**config.mk**
```make
export PLATFORM = sky130hd
export DESIGN_NAME = csa_accum
export DESIGN_NICKNAME = d
export VERILOG_FILES = /design/src/rtl/csa_accum.sv
export SDC_FILE = /design/constraint.sdc
export NUM_CORES = 1
export LEC_CHECK = 0
export BUFFER_PORTS_ARGS = -buffer_cell sky130_fd_sc_hd__buf_2
export CORE_ASPECT_RATIO = 1.2
export CORE_MARGIN = 2
export CORE_UTILIZATION = 25
export DETAILED_ROUTE_END_ITERATION = 8
export RECOVER_POWER = 25
export SYNTH_ARGS = -nofsm -noshare
export SYNTH_HDL_FRONTEND = slang
export SYNTH_SLANG_ARGS = --single-unit
```
**constraint.sdc**
```tcl
create_clock -name clk -period 3.6 [get_ports clk]
set_input_delay 0.72 -clock clk [delete_from_list [all_inputs] [get_ports clk]]
set_output_delay 0.72 -clock clk [all_outputs]
set_load 0.02 [all_outputs]
```
**src/rtl/csa_accum.sv**
```systemverilog
// csa_accum: streaming multi-operand accumulator on a 3:2 carry-save pair.
// Define CSA_ACCUM_FAST_RESOLVE_EN for a one-cycle carry-propagate resolve.
module csa_accum #(
  parameter int BITS     = 8,
  parameter int ACC_BITS = 16
) (
  input  logic                clk,
  input  logic                rst_n,
  input  logic                in_valid,
  output logic                in_ready,
  input  logic [BITS-1:0]     in_data,
  input  logic                in_last,
  output logic                out_valid,
  input  logic                out_ready,
  output logic [ACC_BITS-1:0] out_sum,
  output logic                out_ovf
);

  typedef enum logic [1:0] {
    ACCUM   = 2'd0,
    RESOLVE = 2'd1,
    DONE    = 2'd2
  } state_t;

  state_t              state_reg, state_next;
  logic [ACC_BITS-1:0] s_reg, s_next;
  logic [ACC_BITS-1:0] c_reg, c_next;
  logic [ACC_BITS-1:0] out_sum_reg, out_sum_next;
  logic                ovf_reg, ovf_next;
  logic                out_ovf_reg, out_ovf_next;
  logic                out_valid_reg, out_valid_next;

  logic [ACC_BITS-1:0] x;
  logic [ACC_BITS-1:0] csa_sum;
  logic [ACC_BITS-1:0] csa_maj;
  logic                accept;
  logic                out_fire;
  logic                resolve_done;

  assign x        = ACC_BITS'(in_data);
  assign accept   = in_valid && in_ready;
  assign out_fire = out_valid_reg && out_ready;

  genvar gi;
  generate
    for (gi = 0; gi < ACC_BITS; gi++) begin : g_csa
      assign csa_sum[gi] = s_reg[gi] ^ c_reg[gi] ^ x[gi];
      assign csa_maj[gi] = (s_reg[gi] & c_reg[gi]) | (s_reg[gi] & x[gi]) | (c_reg[gi] & x[gi]);
    end
  endgenerate

`ifdef CSA_ACCUM_FAST_RESOLVE_EN
  logic [ACC_BITS:0] wide_sum;
  assign wide_sum     = {1'b0, s_reg} + {1'b0, c_reg};
  assign resolve_done = 1'b1;
`else
  // Half-adder sweep: each pass pushes every pending carry one bit left.
  logic [ACC_BITS-1:0] ha_carry;
  generate
    for (gi = 0; gi < ACC_BITS; gi++) begin : g_ha
      assign ha_carry[gi] = s_reg[gi] & c_reg[gi];
    end
  endgenerate
  assign resolve_done = (c_reg == '0);
`endif

  always_ff @(posedge clk or negedge rst_n) begin
    if (!rst_n) begin
      state_reg <= ACCUM;
    end else begin
      state_reg <= state_next;
    end
  end

  always_comb begin
    state_next = state_reg;
    case (state_reg)
      ACCUM:   if (accept && in_last) state_next = RESOLVE;
      RESOLVE: if (resolve_done)      state_next = DONE;
      DONE:    if (out_fire)          state_next = ACCUM;
      default: state_next = ACCUM;
    endcase
  end

  always_comb begin
    in_ready = (state_reg == ACCUM);
  end

  always_comb begin
    s_next         = s_reg;
    c_next         = c_reg;
    ovf_next       = ovf_reg;
    out_sum_next   = out_sum_reg;
    out_ovf_next   = out_ovf_reg;
    // Result becomes visible the cycle after DONE is entered and drops on handshake.
    out_valid_next = (state_reg == DONE) && !out_fire;
    case (state_reg)
      ACCUM: begin
        if (accept) begin
          s_next   = csa_sum;
          c_next   = csa_maj << 1;
          ovf_next = ovf_reg | csa_maj[ACC_BITS-1];
        end
      end
      RESOLVE: begin
`ifdef CSA_ACCUM_FAST_RESOLVE_EN
        out_sum_next = wide_sum[ACC_BITS-1:0];
        out_ovf_next = ovf_reg | wide_sum[ACC_BITS];
`else
        if (resolve_done) begin
          out_sum_next = s_reg;
          out_ovf_next = ovf_reg;
        end else begin
          s_next   = s_reg ^ c_reg;
          c_next   = ha_carry << 1;
          ovf_next = ovf_reg | ha_carry[ACC_BITS-1];
        end
`endif
      end
      DONE: begin
        if (out_fire) begin
          s_next   = '0;
          c_next   = '0;
          ovf_next = 1'b0;
        end
      end
      default: begin
        s_next   = '0;
        c_next   = '0;
        ovf_next = 1'b0;
      end
    endcase
  end

  always_ff @(posedge clk or negedge rst_n) begin
    if (!rst_n) begin
      s_reg         <= '0;
      c_reg         <= '0;
      ovf_reg       <= 1'b0;
      out_sum_reg   <= '0;
      out_ovf_reg   <= 1'b0;
      out_valid_reg <= 1'b0;
    end else begin
      s_reg         <= s_next;
      c_reg         <= c_next;
      ovf_reg       <= ovf_next;
      out_sum_reg   <= out_sum_next;
      out_ovf_reg   <= out_ovf_next;
      out_valid_reg <= out_valid_next;
    end
  end

  assign out_valid = out_valid_reg;
  assign out_sum   = out_sum_reg;
  assign out_ovf   = out_ovf_reg;

endmodule
```
==> results.md <==
- DRC violations left: 0
- Share of the synthesized netlist area taken by xor and xnor gates: 0
- Routed len/inst: 14.6 um
- Worst-case hold path end point: out_sum[5]$_DFFE_PN0P_
- Hold-critical path depth: 1
- Static power due to leakage: 1.47 nW
- Pin count of the biggest net entering global routing: 28
- Die outline area: 0.0113 mm2
- Failing checks: max-capacitance violations, max-slew violations
- Fin. max-slew vios: 27
- Largest family of logic cells by synthesized area: multiplexers
- Maximum clock rate: 413 MHz
- Class of the worst hold path: reg2reg
- Part of the cycle the worst path needs: 0.672
- Syn_nets: 252
- Die boundary height: 116 um
- Count of state elements after synthesis: 52
- Top-Level Pins: 32
- Largest stage delay on the critical path: 640 ps
- Number of rows created at floorplan: 40
- Vias after detailed routing: 1714
- Ratio of cells with drive above 1 in the final layout: 0.282
- Clock transition at path regs: 70 ps
- Hold slack final: 501 ps
- Status: finished, violations left
- Async SR Flop Fraction: 1.00
- Cts bufs inserted: 5
- Sequence of cells on the critical path: and3_1, or3_1, o21ai_4, mux2_2
- Critical Path Start Type: flip-flop
- Global placer's final weighted congestion: 0.743
- Half-perimeter wire length after detailed placement: 3.74 mm
- Share of synthesized area occupied by flip-flops and latches: 0.499
- Vias/cell: 4.62
- Count of final hold-check violations: 0
- Worst path setup slack after routing: 1180 ps
- CP top delay family: simple AND/OR/NAND/NOR gates
- Cell area after synthesis: 0.00261 mm2
- Place WS: 1080 ps
- Ant. Diodes: 0
- Wire length of the first global-routing pass: 9.40 mm
- Critical-path top delay cell: sky130_fd_sc_hd__dfrtp_1
- Starting DRC count in detailed routing: 75
- Count of mapped cells out of synthesis: 216
- Setup Crit Path Kind: reg2reg
- Total of hold buffers inserted after clock tree synthesis: 0
- Clock latency on the worst-skew pair: 290 ps
- Type of element capturing the critical path: flip-flop
- Hold Crit Start: out_sum[5]$_DFFE_PN0P_
- Initial Utilization: 0.258
- Global-route congestion overflow total: 0
- Number of buffers inserted by port buffering: 31
- Postcts setup bufs: 0
- Core region area: 0.0101 mm2
- Sinks on the clock net: 52
- Post-synth cell types: 29
- Tmin final: 2420 ps
- Synthesized-area fraction occupied by ao, oa, aoi and oai cells: 0.0854
- Number of buffers between clock root and the deepest sink: 2
- Cell count of the worst reg-to-reg path: 4
- Required @ worst endpoint: 3770 ps
- Slew at the pin closest to its max-slew limit: 1500 ps
- CTS resizes: 0
- H-tree Lvls: 2
- Setup skew after layout: 9.31 ps
- Total detailed-routing wirelength: 5.41 mm
- Dominant register cell in the synthesized netlist: sky130_fd_sc_hd__dfrtp_1
- Worst supply voltage drop on vdd: 0.269 mV
- Mux cell area share after synthesis: 0.157
- Global-route usage over all layers: 0.103
- Maximum fanout along the worst path: 27
- Endpoint arrival time on the critical path: 2590 ps
- Detailed Routing Iterations Pass 1: 4
- Number of global-route vias before repair: 1860
- Util after Layout: 0.302
- TritonCTS clock tree: yes
- Tot Pwr: 2.48 mW
- Die extent in x: 97.2 um
- NumNets Final: 280
- Antenna-violating nets left: 0
- Average footprint of a synthesized cell: 12.1 um2
- Cell at the root of the clock tree: sky130_fd_sc_hd__clkbuf_16
- Synth Area in Adders: 0.131
- Count of warnings emitted by yosys: 0
- Cell area power density: 812 mW/mm2
- Area added between synthesis and finish: 16.9%
- Max-cap violations: 1
- Number of synthesized flops with an enable pin: 0
- Unrepaired setup endpoints after global routing: no
- Fill count: 1038
- Setup violations, final: 0
- Antenna violations before repair: 0
- Number of buffer and inverter instances along the worst setup path: 0
- Register-to-register setup slack: 1180 ps
- Worst reg2reg endpoint: s_reg[4]$_DFFE_PN0P_
- Max transition margin: -0.000491
- Source of the worst register-to-register timing path: state_reg[1]$_DFFE_PN0P_
- Setup_tns: 0 ps
- Area share of and/or/nand/nor cells after synthesis: 0.0955
[area by class of cell]
class | count | area (um2) | share of cell area
Sequential cell | 52 | 1300 | 0.427
Multi-Input combinational cell | 149 | 1220 | 0.402
Timing Repair Buffer | 35 | 184 | 0.0603
Tap cell | 126 | 158 | 0.0517
Clock buffer | 6 | 139 | 0.0455
Clock inverter | 2 | 38.8 | 0.0127
Inverter | 1 | 3.75 | 0.00123
[stage by stage]
stage | instances | area, um2
2_1_floorplan | 216 | 2610
3_3_place_gp | 363 | 2870
3_5_place_dp | 363 | 2870
4_1_cts | 371 | 3050
5_1_grt | 371 | 3050
6_report | 371 | 3050
[cell usage after synthesis, types with 2 or more instances]
master | count | area (um2)
sky130_fd_sc_hd__clkbuf_1 | 4 | 15.0
sky130_fd_sc_hd__nor4_1 | 3 | 18.8
sky130_fd_sc_hd__dfrtp_1 | 52 | 1300
sky130_fd_sc_hd__ha_1 | 16 | 200
sky130_fd_sc_hd__nand2_1 | 24 | 90.1
sky130_fd_sc_hd__buf_4 | 4 | 30.0
sky130_fd_sc_hd__mux2_2 | 24 | 270
sky130_fd_sc_hd__nor2_1 | 12 | 45.0
sky130_fd_sc_hd__mux2i_1 | 14 | 140
sky130_fd_sc_hd__o31ai_1 | 7 | 52.6
sky130_fd_sc_hd__o2bb2ai_1 | 8 | 70.1
sky130_fd_sc_hd__o21ai_0 | 8 | 40.0
sky130_fd_sc_hd__nor3_1 | 2 | 10.0
sky130_fd_sc_hd__fa_1 | 7 | 140
sky130_fd_sc_hd__nand3_1 | 12 | 60.1
sky130_fd_sc_hd__o21ai_1 | 2 | 10.0
sky130_fd_sc_hd__buf_2 | 4 | 20.0
sky130_fd_sc_hd__a21oi_1 | 2 | 10.0
[how the worst max path moves through the flow]
stage	from	end	slack (ps)	cells after the start
6_report	state_reg[1]$_DFFE_PN0P_	s_reg[4]$_DFFE_PN0P_	1180	4
5_1_grt	state_reg[1]$_DFFE_PN0P_	s_reg[1]$_DFFE_PN0P_	990	4
4_1_cts	state_reg[1]$_DFFE_PN0P_	s_reg[4]$_DFFE_PN0P_	1140	4
3_5_place_dp	out_ready	s_reg[1]$_DFFE_PN0P_	1080	5
3_3_place_gp	out_ready	s_reg[1]$_DFFE_PN0P_	1110	5
2_1_floorplan	out_ready	s_reg[1]$_DFFE_PN0P_	1660	5
[cell families after synthesis]
kind of cell             count (synthesis)
AND/OR/NAND/NOR                         57
flip-flops                              52
multiplexers                            38
AO/OA/AOI/OAI                           31
adder cells (fa/ha/maj)                 23
buffers and inverters                   15
[report_power, final]
part | switching [mW] | leakage [nW] | internal (mW)
clock network | 0.222 | 0.0871 | 0.349
registers | 0.167 | 0.704 | 0.732
logic | 0.594 | 0.684 | 0.412
[placed cells by master (no fill, tap or decap), drive strengths merged, types with 2 or more instances in the layout]
cell	n
nand2	24
buf	34
fa	7
dfrtp	52
nand3	12
o31ai	7
clkbuf	7
o2bb2ai	8
mux2	24
nor3	2
a21oi	2
nor2	12
ha	16
nor4	3
mux2i	14
o21ai	11
[layer usage]
metal,track usage,share of wire,vias to the layer above
met2,0.173,0.48,26
met4,0.0278,0.011,0
met1,0.132,0.46,854
met5,0,0,-
li1,-,-,829
met3,0.0296,0.044,5
(Power assumes the default switching activity.)
